==> src/rtl/axil_perip_bridge_if.sv <==
// AXI4-Lite slave channels plus the simple peripheral bus, bundled for the bridge.
// slave = bridge side; master = CPU datapath and peripheral side.
interface axil_perip_bridge_if #(
  parameter int ADDR_W = 32
);
  logic [ADDR_W-1:0] s_awaddr;
  logic              s_awvalid;
  logic              s_awready;
  logic [31:0]       s_wdata;
  logic [3:0]        s_wstrb;
  logic              s_wvalid;
  logic              s_wready;
  logic [1:0]        s_bresp;
  logic              s_bvalid;
  logic              s_bready;
  logic [ADDR_W-1:0] s_araddr;
  logic              s_arvalid;
  logic              s_arready;
  logic [31:0]       s_rdata;
  logic [1:0]        s_rresp;
  logic              s_rvalid;
  logic              s_rready;
  logic [ADDR_W-1:0] perip_addr;
  logic              perip_wen;
  logic              perip_ren;
  logic [1:0]        perip_mask;
  logic [31:0]       perip_wdata;
  logic [31:0]       perip_rdata;

  modport slave (
    input  s_awaddr, s_awvalid, s_wdata, s_wstrb, s_wvalid, s_bready,
    input  s_araddr, s_arvalid, s_rready, perip_rdata,
    output s_awready, s_wready, s_bresp, s_bvalid, s_arready,
    output s_rdata, s_rresp, s_rvalid,
    output perip_addr, perip_wen, perip_ren, perip_mask, perip_wdata
  );

  modport master (
    output s_awaddr, s_awvalid, s_wdata, s_wstrb, s_wvalid, s_bready,
    output s_araddr, s_arvalid, s_rready, perip_rdata,
    input  s_awready, s_wready, s_bresp, s_bvalid, s_arready,
    input  s_rdata, s_rresp, s_rvalid,
    input  perip_addr, perip_wen, perip_ren, perip_mask, perip_wdata
  );
endinterface

==> src/rtl/axil_perip_bridge.sv <==
// AXI4-Lite slave to peripheral bridge: writes take 2 cycles to bvalid, reads READ_LATENCY+1 to rvalid.
// One transaction at a time; responses hold until accepted, readies drop outside IDLE.
module axil_perip_bridge #(
  parameter int ADDR_W       = 32,
  parameter int DATA_W       = 32,
  parameter int READ_LATENCY = 2
) (
  input  logic                 clk,
  input  logic                 rst,
  axil_perip_bridge_if.slave   bus
);
  typedef enum logic [2:0] {IDLE, RD_WAIT, RD_RESP, WR_ISSUE, WR_RESP} state_e;

  localparam logic [3:0] CNT_LAST = 4'(READ_LATENCY - 1);

  state_e            state_q;
  logic              aw_held_q, w_held_q;
  logic              last_op_q;  // 1 = write served last
  logic [ADDR_W-1:0] awaddr_q;
  logic [DATA_W-1:0] wdata_q;
  logic [3:0]        wstrb_q;
  logic [3:0]        cnt_q;
  logic [ADDR_W-1:0] perip_addr_q;
  logic              perip_wen_q, perip_ren_q;
  logic [1:0]        perip_mask_q;
  logic [DATA_W-1:0] perip_wdata_q;
  logic [DATA_W-1:0] rdata_q;
  logic              rvalid_q, bvalid_q;
  logic [1:0]        bresp_q;

  logic              is_idle, rd_grant, awready, wready, arready;
  logic              aw_hs, w_hs, ar_hs, wr_go;
  logic [ADDR_W-1:0] wr_addr;
  logic [DATA_W-1:0] wr_data;
  logic [3:0]        wr_strb;
  logic              strb_legal;
  logic [1:0]        strb_mask, strb_lo;

  assign is_idle  = (state_q == IDLE);
  assign rd_grant = is_idle & !aw_held_q & !w_held_q & bus.s_arvalid &
                    (!(bus.s_awvalid | bus.s_wvalid) | last_op_q);
  assign awready  = is_idle & !aw_held_q & !rd_grant;
  assign wready   = is_idle & !w_held_q & !rd_grant;
  assign arready  = is_idle & !aw_held_q & !w_held_q & rd_grant;

  assign aw_hs = bus.s_awvalid & awready;
  assign w_hs  = bus.s_wvalid & wready;
  assign ar_hs = bus.s_arvalid & arready;
  assign wr_go = (aw_held_q | aw_hs) & (w_held_q | w_hs);

  // The half completing this cycle is taken straight from the bus.
  assign wr_addr = aw_held_q ? awaddr_q : bus.s_awaddr;
  assign wr_data = w_held_q ? wdata_q : bus.s_wdata;
  assign wr_strb = w_held_q ? wstrb_q : bus.s_wstrb;

  always_comb begin
    strb_legal = 1'b1;
    strb_mask  = 2'b00;
    strb_lo    = 2'b00;
    case (wr_strb)
      4'b0001: strb_lo = 2'd0;
      4'b0010: strb_lo = 2'd1;
      4'b0100: strb_lo = 2'd2;
      4'b1000: strb_lo = 2'd3;
      4'b0011: strb_mask = 2'b01;
      4'b1100: begin strb_mask = 2'b01; strb_lo = 2'd2; end
      4'b1111: strb_mask = 2'b10;
      default: begin strb_legal = 1'b0; strb_mask = 2'b11; end
    endcase
  end

  always_ff @(posedge clk) begin
    if (rst) begin
      state_q       <= IDLE;
      aw_held_q     <= 1'b0;
      w_held_q      <= 1'b0;
      last_op_q     <= 1'b1;
      awaddr_q      <= '0;
      wdata_q       <= '0;
      wstrb_q       <= '0;
      cnt_q         <= '0;
      perip_addr_q  <= '0;
      perip_wen_q   <= 1'b0;
      perip_ren_q   <= 1'b0;
      perip_mask_q  <= 2'b11;
      perip_wdata_q <= '0;
      rdata_q       <= '0;
      rvalid_q      <= 1'b0;
      bvalid_q      <= 1'b0;
      bresp_q       <= 2'b00;
    end else begin
      perip_wen_q <= 1'b0;
      case (state_q)
        IDLE: begin
          if (aw_hs) begin
            aw_held_q <= 1'b1;
            awaddr_q  <= bus.s_awaddr;
          end
          if (w_hs) begin
            w_held_q <= 1'b1;
            wdata_q  <= bus.s_wdata;
            wstrb_q  <= bus.s_wstrb;
          end
          if (wr_go) begin
            state_q       <= WR_ISSUE;
            last_op_q     <= 1'b1;
            perip_addr_q  <= {wr_addr[ADDR_W-1:2], strb_lo};
            perip_wdata_q <= wr_data;
            perip_wen_q   <= strb_legal;
            perip_mask_q  <= strb_mask;
            bresp_q       <= strb_legal ? 2'b00 : 2'b10;
          end else if (ar_hs) begin
            state_q      <= RD_WAIT;
            last_op_q    <= 1'b0;
            perip_addr_q <= bus.s_araddr;
            perip_ren_q  <= 1'b1;
            cnt_q        <= '0;
          end
        end
        RD_WAIT: begin
          if (cnt_q == CNT_LAST) begin
            rdata_q     <= bus.perip_rdata;
            perip_ren_q <= 1'b0;
            rvalid_q    <= 1'b1;
            state_q     <= RD_RESP;
          end else begin
            cnt_q <= cnt_q + 4'd1;
          end
        end
        RD_RESP: begin
          if (bus.s_rready) begin
            rvalid_q <= 1'b0;
            state_q  <= IDLE;
          end
        end
        WR_ISSUE: begin
          perip_mask_q <= 2'b11;
          bvalid_q     <= 1'b1;
          state_q      <= WR_RESP;
        end
        WR_RESP: begin
          if (bus.s_bready) begin
            bvalid_q  <= 1'b0;
            aw_held_q <= 1'b0;
            w_held_q  <= 1'b0;
            state_q   <= IDLE;
          end
        end
        default: state_q <= IDLE;
      endcase
    end
  end

  assign bus.s_awready   = awready;
  assign bus.s_wready    = wready;
  assign bus.s_arready   = arready;
  assign bus.s_bvalid    = bvalid_q;
  assign bus.s_bresp     = bresp_q;
  assign bus.s_rvalid    = rvalid_q;
  assign bus.s_rdata     = rdata_q;
  assign bus.s_rresp     = 2'b00;
  assign bus.perip_addr  = perip_addr_q;
  assign bus.perip_wen   = perip_wen_q;
  assign bus.perip_ren   = perip_ren_q;
  assign bus.perip_mask  = perip_mask_q;
  assign bus.perip_wdata = perip_wdata_q;
endmodule

==> src/flat_wrapper.sv <==
// flat-port wrapper written by rule: the top's interface ports become plain ports
module axil_perip_bridge_flat 
#(
  parameter int ADDR_W       = 32,
  parameter int DATA_W       = 32,
  parameter int READ_LATENCY = 2
)
  (clk, rst, bus_s_awaddr, bus_s_awvalid, bus_s_wdata, bus_s_wstrb, bus_s_wvalid, bus_s_bready, bus_s_araddr, bus_s_arvalid, bus_s_rready, bus_perip_rdata, bus_s_awready, bus_s_wready, bus_s_bresp, bus_s_bvalid, bus_s_arready, bus_s_rdata, bus_s_rresp, bus_s_rvalid, bus_perip_addr, bus_perip_wen, bus_perip_ren, bus_perip_mask, bus_perip_wdata);
  axil_perip_bridge_if #(.ADDR_W(ADDR_W)) bus_i ();
  input  logic clk;
  input  logic rst;
  input wire logic [$bits(bus_i.s_awaddr)-1:0] bus_s_awaddr;
  input wire logic [$bits(bus_i.s_awvalid)-1:0] bus_s_awvalid;
  input wire logic [$bits(bus_i.s_wdata)-1:0] bus_s_wdata;
  input wire logic [$bits(bus_i.s_wstrb)-1:0] bus_s_wstrb;
  input wire logic [$bits(bus_i.s_wvalid)-1:0] bus_s_wvalid;
  input wire logic [$bits(bus_i.s_bready)-1:0] bus_s_bready;
  input wire logic [$bits(bus_i.s_araddr)-1:0] bus_s_araddr;
  input wire logic [$bits(bus_i.s_arvalid)-1:0] bus_s_arvalid;
  input wire logic [$bits(bus_i.s_rready)-1:0] bus_s_rready;
  input wire logic [$bits(bus_i.perip_rdata)-1:0] bus_perip_rdata;
  output wire logic [$bits(bus_i.s_awready)-1:0] bus_s_awready;
  output wire logic [$bits(bus_i.s_wready)-1:0] bus_s_wready;
  output wire logic [$bits(bus_i.s_bresp)-1:0] bus_s_bresp;
  output wire logic [$bits(bus_i.s_bvalid)-1:0] bus_s_bvalid;
  output wire logic [$bits(bus_i.s_arready)-1:0] bus_s_arready;
  output wire logic [$bits(bus_i.s_rdata)-1:0] bus_s_rdata;
  output wire logic [$bits(bus_i.s_rresp)-1:0] bus_s_rresp;
  output wire logic [$bits(bus_i.s_rvalid)-1:0] bus_s_rvalid;
  output wire logic [$bits(bus_i.perip_addr)-1:0] bus_perip_addr;
  output wire logic [$bits(bus_i.perip_wen)-1:0] bus_perip_wen;
  output wire logic [$bits(bus_i.perip_ren)-1:0] bus_perip_ren;
  output wire logic [$bits(bus_i.perip_mask)-1:0] bus_perip_mask;
  output wire logic [$bits(bus_i.perip_wdata)-1:0] bus_perip_wdata;
  assign bus_i.s_awaddr = bus_s_awaddr;
  assign bus_i.s_awvalid = bus_s_awvalid;
  assign bus_i.s_wdata = bus_s_wdata;
  assign bus_i.s_wstrb = bus_s_wstrb;
  assign bus_i.s_wvalid = bus_s_wvalid;
  assign bus_i.s_bready = bus_s_bready;
  assign bus_i.s_araddr = bus_s_araddr;
  assign bus_i.s_arvalid = bus_s_arvalid;
  assign bus_i.s_rready = bus_s_rready;
  assign bus_i.perip_rdata = bus_perip_rdata;
  assign bus_s_awready = bus_i.s_awready;
  assign bus_s_wready = bus_i.s_wready;
  assign bus_s_bresp = bus_i.s_bresp;
  assign bus_s_bvalid = bus_i.s_bvalid;
  assign bus_s_arready = bus_i.s_arready;
  assign bus_s_rdata = bus_i.s_rdata;
  assign bus_s_rresp = bus_i.s_rresp;
  assign bus_s_rvalid = bus_i.s_rvalid;
  assign bus_perip_addr = bus_i.perip_addr;
  assign bus_perip_wen = bus_i.perip_wen;
  assign bus_perip_ren = bus_i.perip_ren;
  assign bus_perip_mask = bus_i.perip_mask;
  assign bus_perip_wdata = bus_i.perip_wdata;
  axil_perip_bridge #(.ADDR_W(ADDR_W), .DATA_W(DATA_W), .READ_LATENCY(READ_LATENCY)) u_core (.clk(clk), .rst(rst), .bus(bus_i));
endmodule
==> config.mk <==
export PLATFORM = sky130hd
export DESIGN_NAME = axil_perip_bridge_flat
export DESIGN_NICKNAME = d
export VERILOG_FILES = /design/src/rtl/axil_perip_bridge_if.sv /design/src/rtl/axil_perip_bridge.sv /design/src/flat_wrapper.sv
export SDC_FILE = /design/constraint.sdc
export NUM_CORES = 1
export LEC_CHECK = 0
export BUFFER_PORTS_ARGS = -buffer_cell sky130_fd_sc_hd__buf_2
export CORE_ASPECT_RATIO = 1.25
export CORE_MARGIN = 2
export CORE_UTILIZATION = 55
export DETAILED_ROUTE_END_ITERATION = 7
export PLACE_DENSITY = 0.9
export SYNTH_ARGS = -nofsm -noshare
export SYNTH_HDL_FRONTEND = slang
export SYNTH_SLANG_ARGS = --single-unit
export TNS_END_PERCENT = 100
==> constraint.sdc <==
create_clock -name clk -period 4.75 [get_ports clk]
set_input_delay 0.2375 -clock clk [delete_from_list [all_inputs] [get_ports clk]]
set_output_delay 0.2375 -clock clk [all_outputs]
set_load 0.005 [all_outputs]
==> metrics.md <==
| Metric | Value |
|---|---|
| Inserted Clock Buffers | `17` |
| Fmax | `327.9 MHz` |
| Hold WC Path Type | `in2reg` |
| Sink Count | `179` |
| Ranking of synthesized cells by area | `dfxtp_1 (45%), mux2i_1 (13%), nor2_1 (5.2%)` |
| Power Internal | `0.003542 W` |
| Worst setup EP type | `flop` |
| Routed wire length | `19910 um` |
| I/O pins | `248` |
| Total track usage | `25.01%` |
| Ys flop type | `dfxtp_1` |
| Syn Inst Count | `842` |
| Vias per cell | `5.699` |
| Unique cell type count in the Yosys netlist | `50` |
| Final Setup Violations | `0` |
| Post-synth top area cell | `dfxtp_1` |
| Leading cell type in the layout, fill and taps excluded | `buf_2` |
| Layout cells sized above 1 | `32.26%` |
| Worst-path clk slew | `70 ps` |
| Clock skew | `9.163 ps` |
| # rows | `49` |
| CTS tree | `yes` |
| Worst setup SP type | `flop` |
| Gr ovfl total | `0` |
| Post CTS Setup Buffer Count | `0` |
| Final Critical Period | `3050 ps` |
| Tcrit/Tclk final | `64.21%` |
| Die Wd | `111.3 um` |
| Initial core utilization | `55.61%` |
| Worst slew margin | `27.34%` |
| Kind of critical path | `reg2reg` |
| MaxCap Viol Count | `0` |
| Worst hold slack | `62.69 ps` |
| Status | `completed` |
| Sequential Power Share | `37.9%` |
| Commonest non-fill, non-tap cells in the layout | `buf_2 (241), dfxtp_1 (178), nor2_1 (109), nand2_1 (102), mux2i_1 (102)` |
| Hpwl dp | `13110 um` |
| Yosys top cell area share | `45.30%` |
| Ys Warns | `0` |
| Port Buffers | `242` |
| Via count | `7033` |
| Clock H-tree levels | `4` |
| Crit Path Max Fanout | `36` |
| Peak VDD IR | `0.0003270 V` |
| DRT Pass-1 Iters | `6` |
| Hold Fails Final Rpt | `0` |
| Clk root buf | `clkbuf_16` |
| Post-CTS Resized | `0` |
| Final TNS setup | `0 ps` |
| Syn Area/Cell | `9.394 um2` |
| Sw frac | `35.34%` |
| Number of synthesized flops with an enable pin | `0` |
| DRT iter0 DRCs | `648` |
| Slew @ Worst Pin | `1087 ps` |
| Routability congestion estimate | `0.7869` |
| Seq/Total Area, Yosys | `45.30%` |
| Clock Latency Late Sink | `410 ps` |
| Antenna violations before repair | `3` |
| Final Slew Violations | `0` |
| Antenna Nets Post-Route | `0` |
| CTS max path bufs | `2` |
| Area Overhead vs Synth | `22.02%` |
| Arrival time worst endpoint | `3320 ps` |
| Final #Nets | `1182` |
| Leak pwr | `4.108 nW` |
| Comb pwr share | `36.2%` |
| Mapped Area | `7910 um2` |
| RSZ-0062 raised after global routing | `false` |
| Req. time, crit path | `5020 ps` |
| Pwr dens | `567.6 nW/um2` |
| Clock Power Share | `25.9%` |
| Die ar. | `15360 um2` |
| First-pass GRT wire length | `32240 um` |
| Die Ht | `138.1 um` |
| Switch Pwr | `0.001936 W` |
| Hold-fix buffer count after cts | `0` |
| Post-DR wirelength/cell | `16.13 um` |
| Largest net degree at the start of global routing | `120` |
| Register bit total from synthesis | `179` |
| Core Region | `14220 um2` |
| Vias in the first global route | `6783` |
| Fraction of registers with async set/reset | `0%` |
| DRC viols | `0` |
[synthesized netlist by cell type, types with 16 or more instances]
cell type / n
mux2_2: 32
nand2_1: 102
dfxtp_1: 179
a211oi_1: 16
a211oi_2: 18
mux2i_1: 102
clkbuf_1: 46
a21oi_1: 42
a32oi_1: 30
nor2_1: 109
a31oi_1: 32
nand3_1: 33
[cells by family after synthesis]
group / synth area share, %
muxes: 17.46
other: 0.04741
adders and majority gates: 0.3163
buffers and inverters: 5.742
DFF: 45.30
AOI/OAI and AO/OA: 15.56
xor gates and xnor gates: 0.4430
and+or+nand+nor: 15.12
[cell type report]
cell class	instances	area, um2
inverters	6	22.52
repair buffers	255	1315
clock buffers	26	509.2
clock inverters	6	93.84
flip-flops and latches	179	3585
diodes	2	5.005
well taps	178	222.7
multi-input cells	582	3899
fillers	1113	4572
[final timing paths]
| kind | startpoint | endpoint | slack, ps | cells past startpoint |
|---|---|---|---|---|
| setup / recovery | u_core.state_q[2] | u_core.wdata_q[30] | 1700 | 6 |
| hold / removal | bus_perip_rdata[16] | u_core.bus.s_rdata[16] | 60 | 3 |
| setup reg to reg | u_core.state_q[2] | u_core.wdata_q[30] | 1700 | 6 |
| hold reg to reg | u_core.bus.s_rdata[31] | u_core.bus.s_rdata[31] | 450 | 2 |
[layer usage]
| layer | up-vias | routed length [um] | track usage, % |
|---|---|---|---|
| met1 | 3298 | 8126 | 30.38 |
| met4 | 2 | 500 | 10.40 |
| li1 | 3403 | - | - |
| met5 | - | 7 | 0 |
| met3 | 43 | 1419 | 6.927 |
| met2 | 287 | 9856 | 41.82 |
[worst max-delay path, stage by stage (launching register included)]
cell       delay, ps
dfxtp_1          430
or3_1            790
buf_4            370
a2111oi_4        350
buf_4            580
mux2i_1          290
nor2_1            70
[power by group through the flow]
| stage | sequential, W | combinational [W] | clock [W] |
|---|---|---|---|
| final | 0.00208 | 0.00198 | 0.00142 |
| after global routing | 0.00212 | 0.00216 | 0.00151 |
| after CTS | 0.00207 | 0.00198 | 0.00145 |
| after detailed placement | 0.00210 | 0.00198 | 0 |
| after global placement | 0.00208 | 0.00192 | 0 |
| after floorplan | 0.00207 | 0.00145 | 0 |
[registers in the layout, summed over array words and instances, names as in the netlist]
signal,count
u_core.state_q,3
u_core.bus.s_bvalid,1
u_core.last_op_q,1
u_core.bus.s_rvalid,1
u_core.wstrb_q,4
u_core.bus.perip_mask,2
u_core.bus.perip_wdata,32
u_core.bus.perip_ren,1
u_core.wdata_q,32
u_core.aw_held_q,1
u_core.awaddr_q,30
u_core.bus.s_rdata,32
u_core.cnt_q,4
u_core.bus.s_bresp,1
u_core.w_held_q,1
u_core.bus.perip_addr,32
u_core.bus.perip_wen,1
[metrics by stage]
stage / cell area, um2 / worst slack [ps] / total power, W / instances / utilization (%)
floorplan: 7918 / 2783 / 0.003520 / 844 / -
global placement: 9044 / 1806 / 0.004001 / 1200 / 63.58
detailed placement: 9044 / 1730 / 0.004079 / 1200 / 63.58
CTS: 9647 / 1727 / 0.005503 / 1232 / 67.82
global route: 9649 / 1540 / 0.005796 / 1233 / 67.84
finish: 9652 / 1700 / 0.005478 / 1234 / 67.86
No activity file was read; power rests on OpenSTA's default activity.
